--- config.mk ---
export PLATFORM = sky130hd
export DESIGN_NAME = inv_chain_sequencer
export DESIGN_NICKNAME = d
export VERILOG_FILES = /design/src/rtl/inv_chain_sequencer.sv
export SDC_FILE = /design/constraint.sdc
export NUM_CORES = 1
export LEC_CHECK = 0
export BUFFER_PORTS_ARGS = -buffer_cell sky130_fd_sc_hd__buf_2
export CELL_PAD_IN_SITES_DETAIL_PLACEMENT = 0
export CELL_PAD_IN_SITES_GLOBAL_PLACEMENT = 1
export CORE_ASPECT_RATIO = 1.4
export CORE_MARGIN = 3
export CORE_UTILIZATION = 52
export DETAILED_ROUTE_END_ITERATION = 10
export PLACE_DENSITY_LB_ADDON = 0.1
export REMOVE_ABC_BUFFERS = 1
export SETUP_SLACK_MARGIN = 0.05
export SYNTH_ARGS = -nofsm -noshare
export SYNTH_HDL_FRONTEND = slang
export SYNTH_SLANG_ARGS = --single-unit
export TNS_END_PERCENT = 1
--- constraint.sdc ---
create_clock -name clk -period 4.3 [get_ports clk]
set_input_delay 0.86 -clock clk [delete_from_list [all_inputs] [get_ports clk]]
set_output_delay 0.86 -clock clk [all_outputs]
set_load 0.1 [all_outputs]
--- src/rtl/inv_chain_sequencer.sv ---
// inv_chain_sequencer: replays a level/hold schedule into an inverter chain and checks parity.
// Optional per-entry settle-latency tracking under `define INV_CHAIN_LATENCY_EN.
module inv_chain_sequencer #(
  parameter int STAGES = 3,
  parameter int DEPTH  = 8,
  parameter int HOLD_W = 8,
  parameter int ERR_W  = 8,
  localparam int AW    = $clog2(DEPTH)
) (
  input  logic              clk,
  input  logic              rst,
  input  logic              start,
  input  logic              cfg_we,
  input  logic [AW-1:0]     cfg_addr,
  input  logic              cfg_val,
  input  logic [HOLD_W-1:0] cfg_hold,
  input  logic [AW:0]       cfg_len,
  output logic              chain_in,
  input  logic              chain_out,
  output logic              busy,
  output logic              done,
  output logic              mismatch,
  output logic [ERR_W-1:0]  err_cnt,
  output logic [AW-1:0]     cur_idx,
  output logic [HOLD_W-1:0] lat_max
);

  localparam logic PAR = 1'(STAGES % 2);
  localparam logic [AW:0] LEN_MAX = (AW+1)'(DEPTH);

  typedef enum logic [2:0] {
    S_IDLE,
    S_APPLY,
    S_HOLD,
    S_SAMPLE,
    S_DONE
  } state_t;

  state_t            state_q, state_d;
  logic              cin_q, cin_d;
  logic              busy_q, busy_d;
  logic              done_q, done_d;
  logic              mis_q, mis_d;
  logic [ERR_W-1:0]  err_q, err_d;
  logic [AW-1:0]     idx_q, idx_d;
  logic [AW:0]       len_q, len_d;
  logic [HOLD_W-1:0] cnt_q, cnt_d;

  logic              val_q  [DEPTH];
  logic [HOLD_W-1:0] hold_q [DEPTH];

  logic              exp_lvl;
  logic [AW:0]       len_in;
  logic [AW:0]       idx_nx;

  assign exp_lvl = val_q[idx_q] ^ PAR;
  assign len_in  = (cfg_len > LEN_MAX) ? LEN_MAX : cfg_len;
  assign idx_nx  = (AW+1)'(idx_q) + (AW+1)'(1);

  // Schedule RAM survives reset; frozen while a run is active.
  always_ff @(posedge clk) begin
    if (cfg_we && !busy_q) begin
      val_q[cfg_addr]  <= cfg_val;
      hold_q[cfg_addr] <= cfg_hold;
    end
  end

  always_comb begin
    state_d = state_q;
    cin_d   = cin_q;
    busy_d  = busy_q;
    done_d  = done_q;
    mis_d   = 1'b0;
    err_d   = err_q;
    idx_d   = idx_q;
    len_d   = len_q;
    cnt_d   = cnt_q;
    unique case (state_q)
      S_IDLE, S_DONE: begin
        if (start) begin
          err_d  = '0;
          idx_d  = '0;
          done_d = 1'b0;
          len_d  = len_in;
          if (len_in == '0) begin
            state_d = S_DONE;
            done_d  = 1'b1;
          end else begin
            state_d = S_APPLY;
            busy_d  = 1'b1;
          end
        end
      end
      S_APPLY: begin
        cin_d   = val_q[idx_q];
        cnt_d   = (hold_q[idx_q] == '0) ? HOLD_W'(1)
                                        : hold_q[idx_q];
        state_d = S_HOLD;
      end
      S_HOLD: begin
        cnt_d = cnt_q - HOLD_W'(1);
        if (cnt_q <= HOLD_W'(1)) begin
          state_d = S_SAMPLE;
        end
      end
      S_SAMPLE: begin
        if (chain_out != exp_lvl) begin
          mis_d = 1'b1;
          if (err_q != '1) begin
            err_d = err_q + ERR_W'(1);
          end
        end
        if (idx_nx == len_q) begin
          state_d = S_DONE;
          busy_d  = 1'b0;
          done_d  = 1'b1;
        end else begin
          idx_d   = idx_q + AW'(1);
          state_d = S_APPLY;
        end
      end
      default: begin
        state_d = S_IDLE;
        busy_d  = 1'b0;
      end
    endcase
  end

  always_ff @(posedge clk) begin
    if (rst) begin
      state_q <= S_IDLE;
      cin_q   <= 1'b0;
      busy_q  <= 1'b0;
      done_q  <= 1'b0;
      mis_q   <= 1'b0;
      err_q   <= '0;
      idx_q   <= '0;
      len_q   <= '0;
      cnt_q   <= '0;
    end else begin
      state_q <= state_d;
      cin_q   <= cin_d;
      busy_q  <= busy_d;
      done_q  <= done_d;
      mis_q   <= mis_d;
      err_q   <= err_d;
      idx_q   <= idx_d;
      len_q   <= len_d;
      cnt_q   <= cnt_d;
    end
  end

  assign chain_in = cin_q;
  assign busy     = busy_q;
  assign done     = done_q;
  assign mismatch = mis_q;
  assign err_cnt  = err_q;
  assign cur_idx  = idx_q;

`ifdef INV_CHAIN_LATENCY_EN
  logic [HOLD_W-1:0] lat_q, lat_d;
  logic [HOLD_W-1:0] lmax_q, lmax_d;
  logic              hit_q, hit_d;

  // Latency = HOLD cycles seen before the chain first settles.
  always_comb begin
    lat_d  = lat_q;
    hit_d  = hit_q;
    lmax_d = lmax_q;
    unique case (state_q)
      S_IDLE, S_DONE: begin
        if (start) begin
          lmax_d = '0;
        end
      end
      S_APPLY: begin
        lat_d = '0;
        hit_d = 1'b0;
      end
      S_HOLD: begin
        if (!hit_q) begin
          if (chain_out == exp_lvl) begin
            hit_d = 1'b1;
          end else begin
            lat_d = lat_q + HOLD_W'(1);
          end
        end
      end
      S_SAMPLE: begin
        if (lat_q > lmax_q) begin
          lmax_d = lat_q;
        end
      end
      default: begin
        lat_d = '0;
      end
    endcase
  end

  always_ff @(posedge clk) begin
    if (rst) begin
      lat_q  <= '0;
      lmax_q <= '0;
      hit_q  <= 1'b0;
    end else begin
      lat_q  <= lat_d;
      lmax_q <= lmax_d;
      hit_q  <= hit_d;
    end
  end

  assign lat_max = lmax_q;
`else
  assign lat_max = '0;
`endif

endmodule

# Word-level counts from Yosys, hierarchy flattened
# Memory sizes are Yosys's and may differ from the RTL's. A register that Yosys moved wholly into a read port is not among the register bits.
# Cells that the tools add are included.
[word_totals]
ff_bits = 30
ram_bits = 72
inputBits = 21
output_inout_bits = 23
memories = 2
[classes]
add_sub_neg = 4
n_lt_le_gt_ge = 2
eq_ne = 14
mux = 30
n_bitwise = 3
reduce_logical = 16
[mem_list]
columns = ["memory", "depth", "word_bits", "rd", "rd_ports_with_merged_regs", "write_ports", "line_no", "text"]
rows = [
  ["hold_q", 8, 8, 1, 1, 1, "50", "logic [HOLD_W-1:0] hold_q [DEPTH];"],
  ["val_q", 8, 1, 1, 1, 1, "49", "logic val_q [DEPTH];"],
]
[ops]
columns = ["op", "count"]
rows = [
  ["$mux 8", 4],
  ["$pmux 8 s2", 2],
  ["$mux 3", 10],
  ["$ne 2x2->1 const B", 7],
  ["$pmux 3 s4", 1],
  ["$mux 1", 9],
  ["$add 8x1->8 const B", 1],
  ["$le 8x1->1 const B", 1],
  ["$logic_not 8->1", 1],
  ["$ne 8x8->1 const B", 1],
  ["$reduce_and 4->1", 2],
  ["$sub 8x1->8 const B", 1],
  ["$eq 3x2->1 const B", 2],
  ["$pmux 3 s2", 1],
  ["$reduce_and 3->1", 2],
  ["$reduce_or 2->1", 3],
  ["$add 3x1->4 const B", 1],
  ["$eq 4x4->1", 1],
  ["$gt 4x4->1 const B", 1],
  ["$logic_not 4->1", 1],
  ["$mux 4", 1],
  ["$reduce_and 2->1", 2],
  ["$reduce_bool 2->1", 2],
  ["$add 3x1->3 const B", 1],
  ["9 further kinds", 11],
]

# Longest topological paths before layout
# Gate-level depths: netlist (run 1).
[logic_depth]
ltp_word = 6
depth_mapped = 7
mapped_depth_nobuf = 7

# Worst setup path before layout (run 1)
# No wires, ideal clock.
[synth_timing]
path_kind = "register to register"
startpoint = "reg err_q[0] (netlist: err_cnt[0])"
endpoint = "reg err_q[5] (netlist: err_cnt[5])"
setup_ps = 77
t_arrival_ps = 2607
t_required_ps = 4223
path_slack_ps = 1616
stages_incl_launch_ff = 8
path_buffers = 1
synth_period_minus_slack_ps = 2684
cell_sequence = "dfxtp_1 -> ha_1 -> and3_1 -> nand3_1 -> or2_2 -> buf_1 -> a311o_1 -> a31oi_1"
[synth_via]
elab_chain_cells = 4
elab_cells_between_ends = 7
classes_between = "add/sub: 1; eq/ne: 2; mux: 3; reduce/logical: 1"
[synth_lines]
columns = ["element", "line_no", "text"]
rows = [
  ["start, declared", "44", "logic [ERR_W-1:0] err_q, err_d;"],
  ["start signal, assigned", "146", "err_q <= err_d;"],
  ["$add 8x1->8", "110", "err_d = err_q + ERR_W'(1);"],
  ["$mux 8", "109", "if (err_q != '1) begin"],
  ["$mux 8", "107", "if (chain_out != exp_lvl) begin"],
  ["$pmux 8 s2", "78", "unique case (state_q)"],
]
# Several ways; a longest one is shown, not always the timed one. The select of a mux whose other input is x is not followed.
# A chain may end at the register's enable or synchronous reset.

==> results of run 1 <==
## final cells by class
cell class | count | area share
sequential | 105 | 0.549
multi-input combinational | 202 | 0.322
clock buffer | 9 | 0.0438
timing repair buffer | 40 | 0.0414
tap | 102 | 0.0248
clock inverter | 7 | 0.0156
inverter | 4 | 0.00292
## cell families after synthesis
family / after synthesis
simple gates: 106
mux: 28
buf+inv: 26
fa+ha+maj: 4
compound gates: 52
other cells: 1
flops: 105
xor+xnor: 4
## power by group through the flow
stage	clock [mW]	combinational [mW]	sequential, mW
2_1_floorplan	0	0.359	1.32
3_3_place_gp	0	0.574	1.26
3_5_place_dp	0	0.580	1.26
4_1_cts	0.842	0.583	1.24
5_1_grt	0.885	0.640	1.25
6_report	0.820	0.578	1.24
## flip-flops by register name, indices dropped and copies added (netlist names), 3 cells and up, named ones only
signal / count
cur_idx: 3
err_cnt: 8
cnt_q: 8
state_q: 3
len_q: 4
hold_q: 64
val_q: 8
## cell usage after synthesis (2+ instances only)
cell / count
a211oi_1: 3
a21oi_1: 16
a221o_1: 2
a311oi_1: 3
a31o_2: 2
a31oi_1: 8
a41oi_1: 3
and2_1: 2
and3_1: 5
buf_1: 2
buf_4: 9
clkbuf_1: 9
dfxtp_1: 33
edfxtp_1: 72
ha_1: 4
inv_1: 3
mux2_2: 7
mux2i_1: 3
mux4_1: 18
nand2_1: 20
nand2b_1: 4
nand3_1: 9
nand3b_1: 6
nand4_1: 2
nor2_1: 27
nor3_1: 9
nor3b_1: 3
nor4_1: 3
o21ai_0: 4
or3_1: 3
or3b_2: 3
xor2_1: 3
## tightest hold or removal path: stages (launching register included)
cell,delay (ps)
dfxtp_1,320
nand2_1,60
a21oi_1,50
## routing by layer
metal | up-vias | global-route usage
met4 | 0 | 0.0686
met1 | 1394 | 0.224
met5 | - | 0
li1 | 1349 | -
met3 | 9 | 0.0476
met2 | 56 | 0.334
## how the worst min path moves through the flow
stage	to	cells after the start
6_report	len_q[1]	2
5_1_grt	len_q[1]	2
4_1_cts	len_q[2]	2
3_5_place_dp	len_q[2]	2
3_3_place_gp	len_q[2]	2
2_1_floorplan	len_q[1]	2
==> impl_metrics.py, run 1 <==
metrics = {
    "setup_path": {
        "path_depth": 6,
        "r2r-end": "err_cnt[7]",
        "crit_buf_inv": 1,
        "cpPeakStageDelay_ps": 660,
        "cp_cell_sequence": "buf_4 -> mux4_1 -> mux2i_1 -> xor2_1 -> a311oi_1 -> a221o_1",
        "cp_slowest_cell": "xor2_1",
        "crit_end": "err_cnt[7]",
        "start_kind": "register",
        "reg2reg_depth": 6,
        "end_kind": "register",
        "path_max_fanout": 18,
        "crit_family": "multiplexers",
        "required_ps": 4530,
        "worstSetupPathType": "reg2reg",
        "r2r_slack_ps": 1480,
        "arrival_ps": 3050,
    },
    "synthesis": {
        "synth_top_area_cell": "edfxtp_1",
        "ys_warn_count": 0,
        "synth_seq_cells": 105,
        "yosysTopAreaCellShare": 0.471,
        "synth-simple-area-share": 0.126,
        "synth_top_cells_by_area": "edfxtp_1, dfxtp_1, mux4_1",
        "synth_seq_area_share": 0.615,
        "synth_mux_area_frac": 0.127,
        "synth_compound_area_frac": 0.0798,
        "synthXorXnorAreaFrac": 0.00763,
        "avgSynthCellArea_um2": 14.1,
        "synthCells": 326,
        "synth_ff_type": "edfxtp_1",
        "syn_area_um2": 4590,
        "synth_cell_type_count": 58,
        "async_flop_share": 0,
        "synth-edff-count": 72,
        "synth-adder-area-share": 0.0109,
        "synth_top_family_by_area": "multiplexers",
    },
    "global_route": {
        "grt_overflow": 0,
        "grt_pass1_wl_um": 14200,
        "grt_max_degree": 29,
        "grt_use_total": 0.189,
        "antenna_found_initial": 0,
        "grt_pass1_vias": 2757,
    },
    "sta": {
        "slew_violations": 0,
        "finalClockSkew_ps": 7.85,
        "hold_viol": 0,
        "fmax_ghz": 0.355,
        "hold-worst-slack_ps": 476,
        "tns_ps": 0,
        "fin_crit_sh": 0.656,
        "finalWorstSetupSlack_ps": 1480,
        "setup_viol": 0,
        "slew_headroom": 0.324,
        "worst_slew_pin_slew_ps": 1010,
        "rsz0062_at_grt": "no",
        "fin_crit_ps": 2820,
    },
    "pwr": {
        "intPower_mw": 1.81,
        "p_per_area_nw_per_um2": 513,
        "peakVddDrop_mv": 0.289,
        "seqPwrFrac": 0.470,
        "swShare": 0.313,
        "comb_power_share": 0.219,
        "p_leak_nw": 1.82,
        "clkPwrFrac": 0.311,
        "power_mw": 2.64,
        "switchingPower_mw": 0.824,
    },
    "drt": {
        "drt_first_pass_iters": 4,
        "vias": 2808,
        "wl_met3_um": 310,
        "drtIter0Drc": 144,
        "viasPerCell": 5.99,
        "drt-met1-wl_um": 3580,
        "remaining_drc_errors": 0,
        "dr_wl_met2_um": 4800,
        "detail_route.wirelength_um": 8800,
        "top_layer": "met4",
        "antenna_violating_nets_post_route": 0,
        "wl_per_cell_um": 18.8,
    },
    "placement": {
        "gp_congestion": 0.772,
        "placed_area_um2": 4840,
        "place_hpwl_um": 5960,
        "dpl.cell_count": 453,
        "dpl_worst_slack_ps": 1490,
        "port-buffer-count": 35,
    },
    "die": {
        "die_x_um": 85.4,
        "die_area_um2": 10000,
        "die_h_um": 117,
        "rows": 39,
        "start_util": 0.547,
        "ios": 44,
        "core_um2": 8390,
    },
    "run_status": {
        "status": "finished, final reports clean",
    },
    "cts": {
        "numCtsBuffers": 9,
        "clk_latency_ps": 340,
        "clock-sinks": 105,
        "cts_root_buf": "clkbuf_16",
        "cts_resized": 0,
        "cts.reportedPaths.clkPinSlew_ps": 70,
        "cts_tree": "done",
        "post-cts-setup-buffer-count": 0,
        "hold_buffers": 0,
        "clk_path_buf_depth": 2,
        "ctsHtreeMaxLevel": 3,
    },
    "finish": {
        "utilization": 0.613,
        "layoutNonFillerInstCount": 469,
        "nets": 387,
        "multiInputGateArea_um2": 1660,
        "fin_area_um2": 5140,
        "fill_cells": 672,
        "area_delta_synth_final_pct": 11.9,
        "drive_gt1_frac": 0.202,
        "final_cell_mix": "edfxtp_1, buf_2, dfxtp_1, nor2_1, nand2_1",
        "regArea_um2": 2820,
        "n_antenna_cell": 0,
        "final_common_cell": "edfxtp_1",
    },
    "run": {
        "maxCapViolCount": 0,
    },
    "worst_hold_path": {
        "hp-class": "reg2reg",
        "hp-start": "len_q[1]",
    },
}
Note: power is estimated with default switching activity, not from simulation.
==> run 2: changes to the inputs <==
Settings changed: CORE_UTILIZATION 52 to 44.
Clock period 4.3 ns to 2.5 ns, I/O delays scaled along.
==> run 2 against run 1 <==
  * Register-to-register slack lost 1300 ps
  * Fmax grew 22%
  * Hold slack lost 55 ps
  * Highest routed layer unchanged
==> impl_metrics.py, run 2 (synthesis results as in run 1) <==
metrics = {
    "run_status": {
        "status": "finished, final reports clean",
    },
    "sta": {
        "fin_crit_ps": 2310,
        "slew_headroom": 0.607,
        "slew_violations": 0,
        "hold_viol": 0,
        "tns_ps": 0,
        "finalClockSkew_ps": 6.65,
        "setup_viol": 0,
        "finalWorstSetupSlack_ps": 187,
        "worst_slew_pin_slew_ps": 583,
        "rsz0062_at_grt": "no",
        "fin_crit_sh": 0.925,
        "fmax_ghz": 0.432,
    },
    "die": {
        "start_util": 0.457,
        "die_h_um": 127,
        "die_x_um": 92.4,
        "ios": 44,
        "core_um2": 10100,
        "die_area_um2": 11700,
        "rows": 43,
    },
    "drt": {
        "detail_route.wirelength_um": 8870,
        "wl_per_cell_um": 17.3,
        "remaining_drc_errors": 0,
        "drtIter0Drc": 127,
        "viasPerCell": 5.47,
        "antenna_violating_nets_post_route": 0,
        "drt_first_pass_iters": 4,
        "vias": 2799,
    },
    "global_route": {
        "grt_max_degree": 20,
        "grt_use_total": 0.163,
        "grt_overflow": 0,
        "antenna_found_initial": 0,
        "grt_pass1_wl_um": 14600,
        "grt_pass1_vias": 2824,
    },
    "setup_path": {
        "crit_buf_inv": 1,
        "cp_slowest_cell": "mux4_1",
        "start_kind": "register",
        "path_max_fanout": 10,
        "arrival_ps": 2580,
        "cpPeakStageDelay_ps": 560,
        "cp_cell_sequence": "mux4_1 -> mux2i_1 -> xor2_1 -> buf_4 -> a311o_1 -> a31oi_1",
        "worstSetupPathType": "reg2reg",
        "crit_family": "multiplexers",
        "required_ps": 2770,
        "end_kind": "register",
    },
    "cts": {
        "hold_buffers": 0,
        "cts_root_buf": "clkbuf_16",
        "numCtsBuffers": 9,
        "clock-sinks": 105,
        "cts_resized": 0,
        "clk_latency_ps": 340,
        "cts_tree": "done",
        "post-cts-setup-buffer-count": 0,
        "ctsHtreeMaxLevel": 3,
        "cts.reportedPaths.clkPinSlew_ps": 70,
        "clk_path_buf_depth": 2,
    },
    "placement": {
        "dpl.cell_count": 496,
        "place_hpwl_um": 6160,
        "dpl_worst_slack_ps": 221,
        "port-buffer-count": 35,
        "placed_area_um2": 4950,
        "gp_congestion": 0.765,
    },
    "finish": {
        "layoutNonFillerInstCount": 512,
        "final_cell_mix": "edfxtp_1, buf_2, dfxtp_1, nor2_1, nand2_1",
        "n_antenna_cell": 0,
        "area_delta_synth_final_pct": 15.1,
        "nets": 397,
        "regMostFlops": "hold_q",
        "largest_reg_flops": 64,
        "drive_gt1_frac": 0.220,
        "final_common_cell": "edfxtp_1",
        "fill_cells": 884,
        "fin_area_um2": 5290,
    },
    "pwr": {
        "peakVddDrop_mv": 0.480,
        "p_per_area_nw_per_um2": 888,
        "power_mw": 4.69,
        "p_leak_nw": 1.88,
    },
    "worst_hold_path": {
        "hp-class": "in2reg",
    },
    "run": {
        "maxCapViolCount": 0,
    },
}
-- run 2: where the power goes --
group | internal [mW] | leakage [nW] | switching, mW
sequential | 1.99 | 0.921 | 0.141
combinational | 0.365 | 0.800 | 0.659
clock | 0.897 | 0.160 | 0.644
-- run 2: per-layer routing --
metal,GRT usage,up-vias,part of all wire
li1,-,1372,-
met1,0.190,1360,0.41
met2,0.294,54,0.54
met3,0.0243,13,0.032
met4,0.0761,0,0.020
met5,0,-,0
-- run 2: stage by stage --
| stage | hold slack (ps) | util |
|---|---|---|
| finish | 421 | 0.526 |
| global route | 416 | 0.526 |
| CTS | 413 | 0.526 |
| detailed placement | 463 | 0.492 |
| global placement | 458 | 0.492 |
| floorplan | 438 | - |
-- run 2: worst register-to-register path, stage by stage, from the launching register on --
cell and delay, ps:
dfxtp_1 420, mux4_1 560, mux2i_1 300, xor2_1 160, buf_4 200, a311o_1 410
a31oi_1 180
-- run 2: worst paths after layout --
check                                  from  cells after the start  slack [ps]            to
worst min register to register     len_q[2]                      2         470      len_q[2]
worst min-delay path            cfg_hold[4]                      1         420  hold_q[4][4]
worst max-delay path               register                      6         190    err_cnt[4]
worst max register to register     register                      6         190    err_cnt[4]
-- run 2: area by class of cell --
cell class	instances	area [µm²]	area share
clock buffers	9	225	0.0426
clock inverters	7	108	0.0204
inverters	4	15.0	0.00284
multi-input cells	202	1650	0.312
flip-flops and latches	105	2820	0.534
well taps	135	169	0.0319
repair buffers	50	300	0.0568
==> run 3: changes to the inputs <==
Settings changed: ABC_AREA set to 1, CORE_UTILIZATION 44 to 41.
==> run 3 against run 2 <==
  * Flip-flop and latch count is the same
  * Sequential power is essentially flat
  * Hold slack lost 3.6 ps
  * Clock-buffer cell count grew 1
  * Clock skew shrank 2.0 ps
  * Cell count grew 34%
  * Fmax grew 25%
  * Via count grew 22%
  * Critical path type unchanged
  * Largest power group unchanged
  * Highest routed layer unchanged
==> impl_metrics.py, run 3 <==
metrics = {
    "setup_path": {
        "worst_path_most_repeated_cell": "nand2_1",
        "crit_family": "simple AND/OR/NAND/NOR gates",
        "r2r_slack_ps": 650,
        "cp_slowest_cell": "dfxtp_1",
        "arrival_ps": 2090,
        "path_max_fanout": 19,
        "worstSetupPathType": "reg2reg",
        "start_kind": "register",
        "cp_cell_sequence": "buf_4 -> nand2_1 -> nand3_1 -> nand3_1 -> nand2_1 -> nand2_1 -> nand3_2 -> nand3_2 -> a21oi_1 -> nor2_1",
        "required_ps": 2730,
        "cpPeakStageDelay_ps": 430,
        "crit_buf_inv": 1,
        "end_kind": "register",
    },
    "drt": {
        "detail_route.wirelength_um": 10400,
        "drtIter0Drc": 211,
        "remaining_drc_errors": 0,
        "wl_per_cell_um": 15.2,
        "vias": 3412,
        "viasPerCell": 4.97,
        "drt_first_pass_iters": 4,
        "antenna_violating_nets_post_route": 0,
    },
    "cts": {
        "hold_buffers": 0,
        "cts_resized": 0,
        "clock-sinks": 105,
        "numCtsBuffers": 9,
        "post-cts-setup-buffer-count": 0,
        "clk_latency_ps": 340,
        "cts_root_buf": "clkbuf_16",
        "ctsHtreeMaxLevel": 3,
        "cts.reportedPaths.clkPinSlew_ps": 70,
        "cts_tree": "done",
        "clk_path_buf_depth": 2,
    },
    "synthesis": {
        "synth_top_cells_by_area": "edfxtp_1, dfxtp_1, nor2_1",
        "syn_area_um2": 4700,
        "synthCells": 496,
        "ys_warn_count": 0,
        "synth_ff_type": "edfxtp_1",
        "async_flop_share": 0,
        "synth_cell_type_count": 34,
        "synth_top_area_cell": "edfxtp_1",
        "yosysMostFrequentCell": "nor2_1",
        "synth_seq_cells": 105,
        "yosysTopAreaCellShare": 0.460,
        "synth-edff-count": 72,
        "synth_seq_area_share": 0.600,
        "synth_commonest_cells": "nor2_1, nand2_1, edfxtp_1, inv_1, dfxtp_1",
        "avgSynthCellArea_um2": 9.48,
    },
    "global_route": {
        "grt_pass1_vias": 3290,
        "grt_use_total": 0.175,
        "grt_overflow": 0,
        "antenna_found_initial": 0,
        "grt_max_degree": 37,
        "grt_pass1_wl_um": 16900,
    },
    "finish": {
        "nets": 565,
        "final_cell_mix": "nor2_1, nand2_1, edfxtp_1, inv_1, buf_2",
        "regMostFlops": "hold_q",
        "n_antenna_cell": 0,
        "fin_area_um2": 5350,
        "area_delta_synth_final_pct": 13.7,
        "largest_reg_flops": 64,
        "utilization": 0.485,
        "drive_gt1_frac": 0.174,
        "final_common_cell": "nor2_1",
    },
    "worst_hold_path": {
        "hp-class": "in2reg",
    },
    "pwr": {
        "seqPwrFrac": 0.435,
        "switchingPower_mw": 1.62,
        "clkPwrFrac": 0.309,
        "power_mw": 4.83,
        "comb_power_share": 0.255,
        "p_leak_nw": 2.12,
        "intPower_mw": 3.21,
        "p_per_area_nw_per_um2": 903,
        "peakVddDrop_mv": 0.419,
        "swShare": 0.336,
    },
    "die": {
        "rows": 45,
        "die_x_um": 96.5,
        "ios": 44,
        "die_area_um2": 12800,
        "die_h_um": 133,
        "start_util": 0.426,
        "core_um2": 11000,
    },
    "placement": {
        "placed_area_um2": 5030,
        "port-buffer-count": 35,
        "gp_congestion": 0.729,
        "place_hpwl_um": 7350,
    },
    "sta": {
        "setup_viol": 0,
        "finalClockSkew_ps": 4.64,
        "fin_crit_sh": 0.741,
        "rsz0062_at_grt": "no",
        "tns_ps": 0,
        "slew_violations": 0,
        "fmax_ghz": 0.539,
        "fin_crit_ps": 1850,
        "hold_viol": 0,
    },
    "run_status": {
        "status": "finished, final reports clean",
    },
    "run": {
        "maxCapViolCount": 0,
    },
}
run 3: cells by family (layout without fill, tap and decap cells):
kind of cell    Yosys count  in the layout  share of synthesized area
flops                   105            105                      0.600
fa+ha+maj                 4              4                     0.0106
xor+xnor                  4              4                    0.00745
simple gates            227            227                      0.206
other cells               1              8                   0.000797
compound gates           87             87                      0.104
buf+inv                  68            110                     0.0705
run 3: final cells by class:
cell class	count	area (µm²)
multi-input cells	330	1580
clock inverters	6	87.6
clock buffers	10	229
well taps	141	176
flip-flops and latches	105	2820
fillers	1076	5690
repair buffers	50	288
inverters	44	170
run 3: power by group through the flow:
stage	Sequential [mW]	Combinational [mW]	Clock, mW
global placement	2.14	1.23	0
floorplan	2.36	0.716	0
finish	2.10	1.23	1.49
global route	2.12	1.38	1.60
detailed placement	2.14	1.24	0
CTS	2.10	1.25	1.53
run 3: worst min-delay path: stages:
cell and delay, ps:
buf_2 100, nand2_1 60, a21oi_1 50
run 3: worst paths after layout:
path,cells past startpoint,to,start
max reg2reg,10,err_cnt[4],register
max,10,err_cnt[4],register
min reg2reg,2,len_q[0],len_q[0]
min,3,len_q[0],cfg_len[0]
run 3: through the flow:
step,setup WS (ps),cells,hold WS (ps)
2_1_floorplan,66.7,479,449
3_3_place_gp,691,670,475
3_5_place_dp,667,670,475
4_1_cts,669,686,409
5_1_grt,391,686,430
6_report,646,686,417
run 3: metal layers:
layer	track usage	share of wire
met5	0	0
met4	0.0445	0.011
met3	0.0313	0.046
met2	0.320	0.54
met1	0.207	0.40
